<file path="src/rtl/intpol2_iq_out_fifo_if.sv">
// Stream bundle between the interpolator core, the I/Q output FIFO and its consumer.
// The slave modport is the FIFO's view; the master modport is the surrounding environment's view.
interface intpol2_iq_out_fifo_if #(
  parameter int DATA_WIDTH = 32
);
  logic                         wr_en;
  logic signed [DATA_WIDTH-1:0] I_in;
  logic signed [DATA_WIDTH-1:0] Q_in;
  logic                         Afull_o;
  logic                         Full_o;
  logic                         m_valid;
  logic                         m_ready;
  logic signed [DATA_WIDTH-1:0] m_I;
  logic signed [DATA_WIDTH-1:0] m_Q;

  modport slave (
    input  wr_en, I_in, Q_in, m_ready,
    output Afull_o, Full_o, m_valid, m_I, m_Q
  );

  modport master (
    output wr_en, I_in, Q_in, m_ready,
    input  Afull_o, Full_o, m_valid, m_I, m_Q
  );
endinterface

</file>
<file path="src/rtl/intpol2_iq_out_fifo.sv">
// Dual-lane (I/Q) show-ahead output FIFO with shared pointers, almost-full back-pressure and sticky overflow.
// Optional high-water mark register enabled by defining INTPOL2_OFIFO_PEAK_EN.
module intpol2_iq_out_fifo #(
  parameter int DATA_WIDTH   = 32,
  parameter int ADDR_WIDTH   = 4,
  parameter int AFULL_MARGIN = 4
) (
  input  logic                  clk,
  input  logic                  rstn,
  input  logic                  clear,
  intpol2_iq_out_fifo_if.slave  fifo,
  output logic [ADDR_WIDTH:0]   count,
  output logic                  ovf,
  output logic [ADDR_WIDTH:0]   peak_count
);
  localparam int DEPTH = 1 << ADDR_WIDTH;
  localparam logic [ADDR_WIDTH:0] DEPTH_LVL = (ADDR_WIDTH+1)'(DEPTH);
  localparam logic [ADDR_WIDTH:0] AFULL_LVL = (ADDR_WIDTH+1)'(DEPTH - AFULL_MARGIN);

  logic [ADDR_WIDTH-1:0] wr_ptr_reg, wr_ptr_next;
  logic [ADDR_WIDTH-1:0] rd_ptr_reg, rd_ptr_next;
  logic [ADDR_WIDTH:0]   count_reg, count_next;
  logic                  ovf_reg, ovf_next;
  logic                  full, valid, push, pop, flush;
  logic [DATA_WIDTH-1:0] lane_in  [2];
  logic [DATA_WIDTH-1:0] lane_out [2];

  assign flush = rstn | clear;
  assign valid = (count_reg != '0);
  assign full  = (count_reg == DEPTH_LVL);
  assign pop   = valid & fifo.m_ready & ~flush;
  assign push  = fifo.wr_en & (~full | pop) & ~flush;

  assign lane_in[0] = fifo.I_in;
  assign lane_in[1] = fifo.Q_in;

  // Both lanes share the pointer set so an I sample never separates from its Q sample.
  for (genvar gi = 0; gi < 2; gi++) begin : g_lane
    logic [DATA_WIDTH-1:0] mem [DEPTH];
    always_ff @(posedge clk) begin
      if (push)
        mem[wr_ptr_reg] <= lane_in[gi];
    end
    assign lane_out[gi] = mem[rd_ptr_reg];
  end

  always_comb begin
    wr_ptr_next = wr_ptr_reg;
    rd_ptr_next = rd_ptr_reg;
    count_next  = count_reg;
    ovf_next    = ovf_reg;
    if (clear) begin
      wr_ptr_next = '0;
      rd_ptr_next = '0;
      count_next  = '0;
      ovf_next    = 1'b0;
    end else begin
      if (push) wr_ptr_next = wr_ptr_reg + 1'b1;
      if (pop)  rd_ptr_next = rd_ptr_reg + 1'b1;
      case ({push, pop})
        2'b10:   count_next = count_reg + 1'b1;
        2'b01:   count_next = count_reg - 1'b1;
        default: count_next = count_reg;
      endcase
      if (fifo.wr_en & full & ~pop) ovf_next = 1'b1;
    end
  end

  always_ff @(posedge clk) begin
    if (rstn) begin
      wr_ptr_reg <= '0;
      rd_ptr_reg <= '0;
      count_reg  <= '0;
      ovf_reg    <= 1'b0;
    end else begin
      wr_ptr_reg <= wr_ptr_next;
      rd_ptr_reg <= rd_ptr_next;
      count_reg  <= count_next;
      ovf_reg    <= ovf_next;
    end
  end

`ifdef INTPOL2_OFIFO_PEAK_EN
  logic [ADDR_WIDTH:0] peak_reg, peak_next;

  always_comb begin
    peak_next = peak_reg;
    if (clear)
      peak_next = '0;
    else if (count_next > peak_reg)
      peak_next = count_next;
  end

  always_ff @(posedge clk) begin
    if (rstn) peak_reg <= '0;
    else      peak_reg <= peak_next;
  end

  assign peak_count = peak_reg;
`else
  assign peak_count = '0;
`endif

  assign fifo.m_valid = valid;
  assign fifo.Full_o  = full;
  assign fifo.Afull_o = (count_reg >= AFULL_LVL);
  assign fifo.m_I     = lane_out[0];
  assign fifo.m_Q     = lane_out[1];
  assign count        = count_reg;
  assign ovf          = ovf_reg;
endmodule

</file>
<file path="src/flat_wrapper.sv">
// flat-port wrapper written by rule: the top's interface ports become plain ports
module intpol2_iq_out_fifo_flat 
#(
  parameter int DATA_WIDTH   = 32,
  parameter int ADDR_WIDTH   = 4,
  parameter int AFULL_MARGIN = 4
)
  (clk, rstn, clear, count, ovf, peak_count, fifo_wr_en, fifo_I_in, fifo_Q_in, fifo_m_ready, fifo_Afull_o, fifo_Full_o, fifo_m_valid, fifo_m_I, fifo_m_Q);
  intpol2_iq_out_fifo_if #(.DATA_WIDTH(DATA_WIDTH)) fifo_i ();
  input  logic clk;
  input  logic rstn;
  input  logic clear;
  output logic [ADDR_WIDTH:0] count;
  output logic ovf;
  output logic [ADDR_WIDTH:0] peak_count;
  input wire logic [$bits(fifo_i.wr_en)-1:0] fifo_wr_en;
  input wire logic [$bits(fifo_i.I_in)-1:0] fifo_I_in;
  input wire logic [$bits(fifo_i.Q_in)-1:0] fifo_Q_in;
  input wire logic [$bits(fifo_i.m_ready)-1:0] fifo_m_ready;
  output wire logic [$bits(fifo_i.Afull_o)-1:0] fifo_Afull_o;
  output wire logic [$bits(fifo_i.Full_o)-1:0] fifo_Full_o;
  output wire logic [$bits(fifo_i.m_valid)-1:0] fifo_m_valid;
  output wire logic [$bits(fifo_i.m_I)-1:0] fifo_m_I;
  output wire logic [$bits(fifo_i.m_Q)-1:0] fifo_m_Q;
  assign fifo_i.wr_en = fifo_wr_en;
  assign fifo_i.I_in = fifo_I_in;
  assign fifo_i.Q_in = fifo_Q_in;
  assign fifo_i.m_ready = fifo_m_ready;
  assign fifo_Afull_o = fifo_i.Afull_o;
  assign fifo_Full_o = fifo_i.Full_o;
  assign fifo_m_valid = fifo_i.m_valid;
  assign fifo_m_I = fifo_i.m_I;
  assign fifo_m_Q = fifo_i.m_Q;
  intpol2_iq_out_fifo #(.DATA_WIDTH(DATA_WIDTH), .ADDR_WIDTH(ADDR_WIDTH), .AFULL_MARGIN(AFULL_MARGIN)) u_core (.clk(clk), .rstn(rstn), .clear(clear), .fifo(fifo_i), .count(count), .ovf(ovf), .peak_count(peak_count));
endmodule
</file>
<file path="config.mk">
export PLATFORM = sky130hd
export DESIGN_NAME = intpol2_iq_out_fifo_flat
export DESIGN_NICKNAME = d
export VERILOG_FILES = /design/src/rtl/intpol2_iq_out_fifo_if.sv /design/src/rtl/intpol2_iq_out_fifo.sv /design/src/flat_wrapper.sv
export SDC_FILE = /design/constraint.sdc
export NUM_CORES = 1
export LEC_CHECK = 0
export CORE_MARGIN = 2
export CORE_UTILIZATION = 60
export CTS_CLUSTER_DIAMETER = 200
export DETAILED_ROUTE_END_ITERATION = 12
export PLACE_DENSITY = 0.91
export SYNTH_ARGS = -nofsm -noshare
export SYNTH_HDL_FRONTEND = slang
export SYNTH_SLANG_ARGS = --single-unit
export TNS_END_PERCENT = 5
</file>
<file path="constraint.sdc">
create_clock -name clk -period 8.8 [get_ports clk]
set_clock_uncertainty 0.15 [all_clocks]
set_input_delay 0.88 -clock clk [delete_from_list [all_inputs] [get_ports clk]]
set_output_delay 0.88 -clock clk [all_outputs]
set_load 0.05 [all_outputs]
</file>
# Yosys cells after proc, flatten, opt, wreduce, memory -nomap -nowiden
# Memories as Yosys holds them, arrays and structs flattened. A register that Yosys moved wholly into a read port is not among the register bits.
# Index checks and enable logic that the tools add are counted.
# totals
reg_bits,14
mem_bits_rw,1024
input_bits,69
out_inout_bits,78
mem_count,2
# classes
add_sub_neg,4
magnitude_cmp,1
eq_ne,3
n_mux,7
n_bitwise,11
reduce_logical,3
# memory_table
memory,words,word_bits,read_ports,rd_ports_with_merged_regs,wr,line_no,source
u_core.g_lane[0].mem,16,32,1,1,1,intpol2_iq_out_fifo.sv:39,logic [DATA_WIDTH-1:0] mem [DEPTH];
u_core.g_lane[1].mem,16,32,1,1,1,intpol2_iq_out_fifo.sv:39,
# op_table
cell,n
$mux 4,4
$pmux 5 s2,1
$add 4x1->4 const B,2
$and 1x1->1,6
$add 5x1->5 const B,1
$eq 5x5->1 const B,1
$ge 5x4->1 const B,1
$reduce_bool 5->1,1
$sub 5x1->5 const B,1
$not 1->1,3
$eq 2x1->1 const B,1
$eq 2x2->1 const B,1
$mux 1,2
$or 1x1->1,2
$reduce_bool 2->1,1
$reduce_or 2->1,1

# Logic depth before layout (Yosys ltp)
# Gate-level depths: netlist (run 1).
# logic_depth
depth_word,8
mapped_depth,14
mapped_depth_nobuf,10

# Worst setup path before layout (run 1)
# No wires, ideal clock.
# synth_path
path_type,input port to flip-flop
start,input clear
end,memory u_core.g_lane[0].mem[11][0] (enable)
setup_ns,0.565
t_arrival_ns,5.860
path_slack_ns,2.225
stages,4
n_path_buf,1
cell_sequence,nor2_1 clkbuf_1 nand2_1 nor3_1
# synth_via
elab_chain_cells,8
# synth_lines
element,line_no,source
start: declaration,flat_wrapper.sv:12,input logic clear;
$or 1x1->1 *,intpol2_iq_out_fifo.sv:28,assign flush = rstn | clear;
$not 1->1 *,"intpol2_iq_out_fifo.sv:31, intpol2_iq_out_fifo.sv:32",
$and 1x1->1,intpol2_iq_out_fifo.sv:31,assign pop = valid & fifo.m_ready & ~flush;
$or 1x1->1,intpol2_iq_out_fifo.sv:32,assign push = fifo.wr_en & (~full | pop) & ~flush;
$and 1x1->1,intpol2_iq_out_fifo.sv:32,
$and 1x1->1 *,intpol2_iq_out_fifo.sv:32,
$mux 1 *,intpol2_iq_out_fifo.sv:41,if (push)
$mux 1 (not written as such) *,intpol2_iq_out_fifo.sv:42,mem[wr_ptr_reg] <= lane_in[gi];
end: declaration,intpol2_iq_out_fifo.sv:39,
# Every way passes the cells marked *; elsewhere a longest branch is shown, timed or not.

==> flow_summary.json, run 1 <==
{
  "yosysUniqueCellTypes": 47,
  "drc": 0,
  "final.period_utilization": 0.639,
  "htree_num_levels": 3,
  "ys.flop_type": "edfxtp_1",
  "synth_edf_count": 1024,
  "clock_latency_ps": 630,
  "globalplace.congestion": 0.732,
  "cts-resized-gates": 0,
  "yosys.area.top_type": "edfxtp_1",
  "p_leak_uw": 0.0138,
  "fin_setup_tns_ps": 0,
  "p_total_uw": 9920,
  "min_to": "u_core.ovf",
  "ys_seq_area_frac": 0.793,
  "yosysWarnings": 0,
  "drt_wl_total_mm": 103,
  "reg2reg_from": "u_core.count[2]",
  "clk_pin_slew_ps": 60,
  "antenna_left": 0,
  "reg2regPathDepth": 6,
  "placed_area_mm2": 0.0417,
  "ff2ff_setup_slack_ps": 5030,
  "grt_use_total": 0.309,
  "dp.cells": 2628,
  "synth_area_mm2": 0.0393,
  "synthTopCellsByArea": "edfxtp_1, mux4_2, a22oi_1",
  "cts_buffer_depth": 3,
  "path_max_fanout": 68,
  "stdcell_count": 2806,
  "hold_violations": 0,
  "cp-start-kind": "register",
  "syn_to_final_growth_pct": 14.2,
  "die_w_um": 260,
  "antenna_found_initial": 13,
  "critical-path-top-delay-family": "buffers and inverters",
  "crit_required_ps": 7770,
  "worst_r2r_endpoint": "u_core.g_lane[0].mem[3][0]",
  "wl_per_cell_um": 36.6,
  "synth_top_cell_area_share": 0.783,
  "cpPeakStageDelay_ps": 910,
  "worstHoldPathCells": 2,
  "yosysMostFrequentCell": "edfxtp_1",
  "dpl.hpwl_mm": 47.0,
  "gr-total-overflow": 0,
  "synthTopCellsByCount": "edfxtp_1, mux4_2, a22oi_1, nand2_1, clkbuf_1",
  "die_height_um": 260,
  "period_needed_ps": 5620,
  "final_area_mm2": 0.0448,
  "grt_pass1_wl_mm": 147,
  "cts-root-buf": "clkbuf_16",
  "status": "complete, no violations",
  "crit_path_end_kind": "primary output",
  "maxSlewViolCount": 0,
  "num_vias": 20333,
  "hp-class": "register to register",
  "min_from": "u_core.ovf",
  "crit_chain": "buf_4 > buf_4 > mux4_2 > a22oi_1 > nand2_1 > clkdlybuf4s50_1",
  "cpMostUsedCell": "buf_4",
  "worst-setup-path-type": "register to primary output",
  "cp.arrival_ps": 4590,
  "rows": 93,
  "drv_cap": 0,
  "post-cts-setup-buffer-count": 0,
  "synth_seq_cells": 1042,
  "worst_pin_slew_ps": 1210,
  "cts_hold_buf": 0,
  "ir_drop_mv": 0.163,
  "initial_core_util": 0.608,
  "synthArstFlopShare": 0,
  "largest_register_ffs": 1024,
  "drive_gt1_frac": 0.233,
  "ios": 147,
  "io_buffers": 141,
  "grt_pass1_vias": 21064,
  "nets": 1947,
  "synth_cells": 1694,
  "drtIter0Drc": 3104,
  "die_area_mm2": 0.0675,
  "rsz0062_at_grt": "false",
  "cts_tree": "built",
  "core_mm2": 0.0646,
  "finalSetupViolCount": 0,
  "cts_buffers": 94,
  "powerDensity_mw_per_mm2": 221,
  "grt_start_max_net_pins": 105,
  "via_per_inst": 7.25,
  "drt_first_pass_iters": 5,
  "holdWs_ps": 354,
  "fmax_mhz": 178,
  "slew_headroom": 0.194,
  "cp_slowest_cell": "buf_4",
  "critPathBufInv": 3,
  "syn_avg_cell_area_um2": 23.2,
  "cts.sinks": 1042
}
[stage by stage]
step	setup WS, ps	util
detailed placement	3980	0.645
finish	3180	0.694
global placement	4050	0.645
CTS	3160	0.694
floorplan	2230	-
global route	3070	0.694
[per-layer routing]
layer  wire, um  share of wire  vias to the layer above  GRT usage
li1           -              -                     7591          -
met1      34400           0.34                    10463      0.406
met2      50600           0.49                     1953      0.490
met3      13000           0.13                      310     0.0800
met4       4490          0.044                       16      0.148
met5        103         0.0010                        -          0
[worst min-delay path, cell delays in order, from the launching register on]
cell	delay (ps)
dfxtp_1	340
a31oi_1	50
nor2_1	80
[worst max-delay path by stage]
stage,startpoint,end,slack (ps),depth (start not counted)
2_1_floorplan,clear,u_core.g_lane[0].mem[11][0],2230,4
4_1_cts,register,fifo_m_Q[14],3160,6
3_5_place_dp,register,fifo_m_Q[14],3980,6
6_report,register,fifo_m_Q[14],3180,6
3_3_place_gp,register,fifo_m_Q[19],4050,6
5_1_grt,register,fifo_m_Q[14],3070,6
[report_power, final]
group | total [uW] | switching [uW] | internal [uW]
combinational | 212 | 146 | 66.1
sequential | 5460 | 5.37 | 5460
clock | 4250 | 1820 | 2420
[cell families (layout without fill, tap and decap cells)]
family,count (synthesis),after routing,share of synthesized area
multiplexers,260,260,0.148
flip-flops,1042,1042,0.793
XOR/XNOR,6,6,0.00134
adder cells (fa/ha/maj),9,9,0.00287
AND/OR/NAND/NOR,131,131,0.0160
AO/OA/AOI/OAI,143,143,0.0276
buffers and inverters,102,349,0.0118
other,1,11,0.0000955
[final cells by class]
class	count	area (um^2)
Antenna cell	6	15.0
Inverter	5	18.8
Timing Repair Buffer	172	1670
Sequential cell	1042	31100
Tap cell	855	1070
Clock inverter	52	606
Fill cell	3427	19700
Multi-Input combinational cell	554	7800
Clock buffer	120	2530
[cells in the final DEF, fill, tap and decap left out, types with 3 or more instances in the layout]
master              n
conb_1              5
nand2_1            70
buf_4              29
clkinvlp_4          3
edfxtp_1         1024
clkbuf_16          98
nor2_1             14
nor3_2              3
xor2_1              4
bufinv_16          13
clkinv_1           11
clkbuf_1           22
a22oi_1           128
nand3_1             4
and3_4             13
nand4_1             3
clkdlybuf4s50_1   141
or4_1               3
mux4_2            256
dfxtp_1            16
clkinv_2           20
mux2i_1             4
or3_1               3
diode_2             6
ha_1                9
inv_1               5
Note: power is estimated with default switching activity, not from simulation.
==> run 2, diff against run 1 <==
--- a/config.mk
+++ b/config.mk
@@ -6,10 +6,10 @@
 export NUM_CORES = 1
 export LEC_CHECK = 0
 export CORE_MARGIN = 2
-export CORE_UTILIZATION = 60
+export CORE_UTILIZATION = 55
 export CTS_CLUSTER_DIAMETER = 200
 export DETAILED_ROUTE_END_ITERATION = 12
-export PLACE_DENSITY = 0.91
+export PLACE_DENSITY = 0.88
 export SYNTH_ARGS = -nofsm -noshare
 export SYNTH_HDL_FRONTEND = slang
 export SYNTH_SLANG_ARGS = --single-unit
==> constraint.sdc (replaced) <==
create_clock -name clk -period 4.8 [get_ports clk]
set_clock_uncertainty 0.15 [all_clocks]
set_input_delay 0.48 -clock clk [delete_from_list [all_inputs] [get_ports clk]]
set_output_delay 0.48 -clock clk [all_outputs]
set_load 0.05 [all_outputs]
==> flow_summary.json, run 2 (synthesis gave the netlist of run 1 again) <==
{
  "clock_latency_ps": 660,
  "drv_cap": 0,
  "gr-total-overflow": 0,
  "reg2reg_from": "u_core.count[2]",
  "dp.cells": 2731,
  "finalSetupViolCount": 0,
  "post-cts-setup-buffer-count": 0,
  "grt_pass1_vias": 20604,
  "drive_gt1_frac": 0.239,
  "hold_violations": 0,
  "worst_pin_slew_ps": 917,
  "largest_register_ffs": 1024,
  "grt_use_total": 0.269,
  "drt_wl_total_mm": 98.2,
  "globalplace.congestion": 0.769,
  "status": "complete, no violations",
  "intPower_uw": 14400,
  "cts_hold_buf": 0,
  "drc": 0,
  "cp-start-kind": "register",
  "n_fill_cell": 4200,
  "stdcell_count": 2912,
  "p_leak_uw": 0.0140,
  "ios": 147,
  "wl_per_cell_um": 33.7,
  "num_vias": 19790,
  "cts-root-buf": "clkbuf_16",
  "grt_pass1_wl_mm": 142,
  "swShare": 0.205,
  "rsz0062_at_grt": "false",
  "cts_buffers": 96,
  "reg2regPathDepth": 11,
  "cts_buffer_depth": 3,
  "dpl.hpwl_mm": 48.4,
  "final.period_utilization": 0.870,
  "cts.sinks": 1042,
  "cts-resized-gates": 0,
  "powerDensity_mw_per_mm2": 399,
  "worst_r2r_endpoint": "u_core.count[4]",
  "min_to": "u_core.ovf",
  "final_common_cell": "edfxtp_1",
  "ff2ff_setup_slack_ps": 1320,
  "clkPwrFrac": 0.425,
  "io_buffers": 141,
  "worstHoldPathCells": 2,
  "slew_headroom": 0.389,
  "htree_num_levels": 3,
  "grt_start_max_net_pins": 69,
  "path_max_fanout": 61,
  "fmax_mhz": 239,
  "worst-setup-path-type": "register to primary output",
  "drt_first_pass_iters": 5,
  "die_area_mm2": 0.0735,
  "core_mm2": 0.0704,
  "fin_setup_tns_ps": 0,
  "via_per_inst": 6.80,
  "syn_to_final_growth_pct": 15.6,
  "pwr-share-seq": 0.553,
  "die_w_um": 271,
  "rows": 97,
  "p_comb_frac": 0.022,
  "initial_core_util": 0.558,
  "period_needed_ps": 4180,
  "hp-class": "register to register",
  "cp.arrival_ps": 3550,
  "crit_required_ps": 4170,
  "clk_pin_slew_ps": 70,
  "min_from": "u_core.ovf",
  "holdWs_ps": 354,
  "drtIter0Drc": 2841,
  "p_sw_uw": 3710,
  "die_height_um": 271,
  "cts_tree": "built",
  "nets": 1967,
  "maxSlewViolCount": 0,
  "crit_path_end_kind": "primary output",
  "antenna_found_initial": 11,
  "antenna_left": 0,
  "ir_drop_mv": 0.311,
  "final_cell_mix": "edfxtp_1, mux4_2, clkdlybuf4s50_1"
}
run 2: cell types whose count changed in the layout (fill, tap and decap cells not counted), sizes merged:
| cell | delta |
|---|---|
| inv | +2 |
| diode | -2 |
| buf | +18 |
| clkbuf | +1 |
| bufinv | -3 |
| clkinv | +6 |
| clkinvlp | -1 |
run 2: layout make-up:
class	instances	area, um^2	area share
sequential	1042	31100	0.686
timing repair buffer	190	2120	0.0467
antenna	4	10.0	0.000221
multi-input combinational	554	7810	0.172
inverter	5	18.8	0.000414
clock inverter	56	629	0.0139
clock buffer	121	2500	0.0550
tap	940	1180	0.0259
run 2: per-stage QoR:
step            util  cell area (um^2)  setup WS [ps]  power (uW)
2_1_floorplan      -             39300          -1590       10400
3_3_place_gp   0.600             42200           1260       10600
3_5_place_dp   0.600             42200           1130       10600
4_1_cts        0.644             45400            555       18200
5_1_grt        0.645             45400            484       18500
6_report       0.645             45400            623       18100
run 2: power by group through the flow:
stage          logic [uW]  clock network (uW)  registers [uW]
6_report              398                7700           10000
5_1_grt               422                8040           10000
4_1_cts               394                7760           10000
3_5_place_dp          389                   0           10200
3_3_place_gp          368                   0           10200
2_1_floorplan         153                   0           10200
run 2: worst max-delay path by stage:
| stage | start | slack [ps] | endpoint |
|---|---|---|---|
| after floorplan | u_core.count[1] | -1590 | u_core.g_lane[0].mem[11][0] |
| after global placement | clear | 1260 | u_core.count[4] |
| after detailed placement | rstn | 1130 | u_core.count[4] |
| after CTS | register | 560 | fifo_m_I[11] |
| after global routing | register | 480 | fifo_m_I[12] |
| final | register | 620 | fifo_m_I[22] |
run 2: worst max-delay path, cell delays in order, from the launching register on:
cell	delay, ps
dfxtp_4	540
buf_12	450
mux4_2	600
a22oi_1	270
nand2_1	210
clkdlybuf4s50_1	750
run 2: metal layers:
metal | global-route usage | up-vias | part of all wire
met5 | 0 | - | 0.00088
met4 | 0.112 | 14 | 0.039
met3 | 0.0637 | 273 | 0.11
met2 | 0.439 | 1578 | 0.50
met1 | 0.352 | 10289 | 0.35
li1 | - | 7636 | -
==> run 3, diff against run 2 <==
--- a/config.mk
+++ b/config.mk
@@ -8,8 +8,10 @@
 export CORE_MARGIN = 2
 export CORE_UTILIZATION = 55
 export CTS_CLUSTER_DIAMETER = 200
+export CTS_CLUSTER_SIZE = 24
 export DETAILED_ROUTE_END_ITERATION = 12
 export PLACE_DENSITY = 0.88
+export RECOVER_POWER = 50
 export SYNTH_ARGS = -nofsm -noshare
 export SYNTH_HDL_FRONTEND = slang
 export SYNTH_SLANG_ARGS = --single-unit
==> flow_summary.json, run 3 (synthesis gave the netlist of run 1 again) <==
{
  "cp-start-kind": "register",
  "drt_wl_total_mm": 90.7,
  "core_mm2": 0.0704,
  "final_area_mm2": 0.0435,
  "via_per_inst": 6.82,
  "placed_area_mm2": 0.0422,
  "cts-root-buf": "clkbuf_16",
  "clock_latency_ps": 620,
  "cp_slowest_cell": "and3_1",
  "rows": 97,
  "path_max_fanout": 38,
  "finalSetupViolCount": 0,
  "failed_checks": "capacitance limit, slew limit",
  "worst-setup-path-type": "register to register",
  "drt_first_pass_iters": 5,
  "p_leak_uw": 0.0131,
  "post-cts-setup-buffer-count": 0,
  "gr-total-overflow": 0,
  "worst_pin_slew_ps": 1940,
  "die_w_um": 271,
  "cts_tree": "built",
  "syn_to_final_growth_pct": 10.9,
  "grt_start_max_net_pins": 69,
  "dpl.hpwl_mm": 48.4,
  "nets": 1920,
  "ios": 147,
  "io_buffers": 141,
  "rsz0062_at_grt": "false",
  "wl_per_cell_um": 32.4,
  "grt_use_total": 0.247,
  "cts_buffers": 49,
  "powerDensity_mw_per_mm2": 342,
  "cts_buffer_depth": 3,
  "cpPeakStageDelay_ps": 1590,
  "hp-class": "register to register",
  "drv_cap": 2,
  "die_area_mm2": 0.0735,
  "antenna_found_initial": 12,
  "drc": 0,
  "ir_drop_mv": 0.277,
  "cts_hold_buf": 0,
  "fmax_mhz": 234,
  "cts-resized-gates": 0,
  "antenna_left": 0,
  "critPathBufInv": 2,
  "holdWs_ps": 356,
  "htree_num_levels": 2,
  "critical-path-top-delay-family": "simple AND/OR/NAND/NOR gates",
  "cp.arrival_ps": 4430,
  "globalplace.congestion": 0.769,
  "maxSlewViolCount": 54,
  "period_needed_ps": 4280,
  "final_cell_mix": "edfxtp_1, mux4_2, a22oi_1",
  "final_common_cell": "edfxtp_1",
  "status": "complete, but fails checks",
  "num_vias": 19067,
  "crit_chain": "or4_1 > o31a_1 > clkbuf_1 > and3_1 > buf_12",
  "grt_pass1_vias": 19621,
  "initial_core_util": 0.558,
  "largest_register_ffs": 1024,
  "drive_gt1_frac": 0.205,
  "grt_pass1_wl_mm": 133,
  "clk_pin_slew_ps": 100,
  "crit_required_ps": 4940,
  "crit_path_end_kind": "register",
  "cts.sinks": 1042,
  "slew_headroom": -0.293,
  "n_fill_cell": 4489,
  "drtIter0Drc": 2522,
  "hold_violations": 0,
  "die_height_um": 271,
  "final.period_utilization": 0.892
}
-- run 3: cell count changes in the layout (fill, tap and decap cells not counted), sizes merged --
cell | before | now
clkinvlp | 2 | 0
dlygate4sd3 | 0 | 65
bufinv | 10 | 0
clkdlybuf4s50 | 141 | 76
buf | 49 | 48
diode | 4 | 5
clkbuf | 121 | 58
clkinv | 40 | 0
-- run 3: path summary, 6_finish.rpt --
check	endpoint	from	depth (start not counted)	slack, ps
worst max-delay path	u_core.g_lane[0].mem[15][14]	u_core.count[2]	5	520
worst min register to register	u_core.ovf	u_core.ovf	2	360
worst min-delay path	u_core.ovf	u_core.ovf	2	360
worst max register to register	u_core.g_lane[0].mem[15][14]	u_core.count[2]	5	520
-- run 3: report_power, final --
| group | leakage (uW) | internal, uW | switching [uW] | total [uW] |
|---|---|---|---|---|
| Combinational | 0.00309 | 113 | 268 | 381 |
| Clock | 0.000639 | 1880 | 2640 | 4520 |
| Sequential | 0.00936 | 9990 | 8.71 | 10000 |
-- run 3: metal layers --
metal / share of wire / up-vias / global-route usage
met1: 0.37 / 10070 / 0.342
met4: 0.021 / 12 / 0.0612
li1: - / 7462 / -
met2: 0.51 / 1365 / 0.418
met5: 0.00086 / - / 0
met3: 0.095 / 158 / 0.0409
-- run 3: final cells by class --
type	instances	area, um^2	share of cell area
clock inverters	4	53.8	0.00124
repair buffers	190	2110	0.0485
well taps	940	1180	0.0270
clock buffers	57	1260	0.0289
flip-flops and latches	1042	31100	0.715
diodes	5	12.5	0.000287
multi-input cells	554	7790	0.179
inverters	5	18.8	0.000431
-- run 3: tightest hold or removal path, cell delays in order, from the launching register on --
cell and delay (ps):
dfxtp_1 340, a31oi_1 50, nor2_1 80
-- run 3: stage by stage --
stage,TNS [ps],worst slack [ps],cells,total power [uW],utilization
after floorplan,-204070,-1590,1698,10400,-
after global placement,0,1260,2731,10600,0.600
after detailed placement,0,1130,2731,10600,0.600
after CTS,0,620,2792,14900,0.619
after global routing,0,377,2795,15200,0.618
final,0,518,2797,14900,0.619
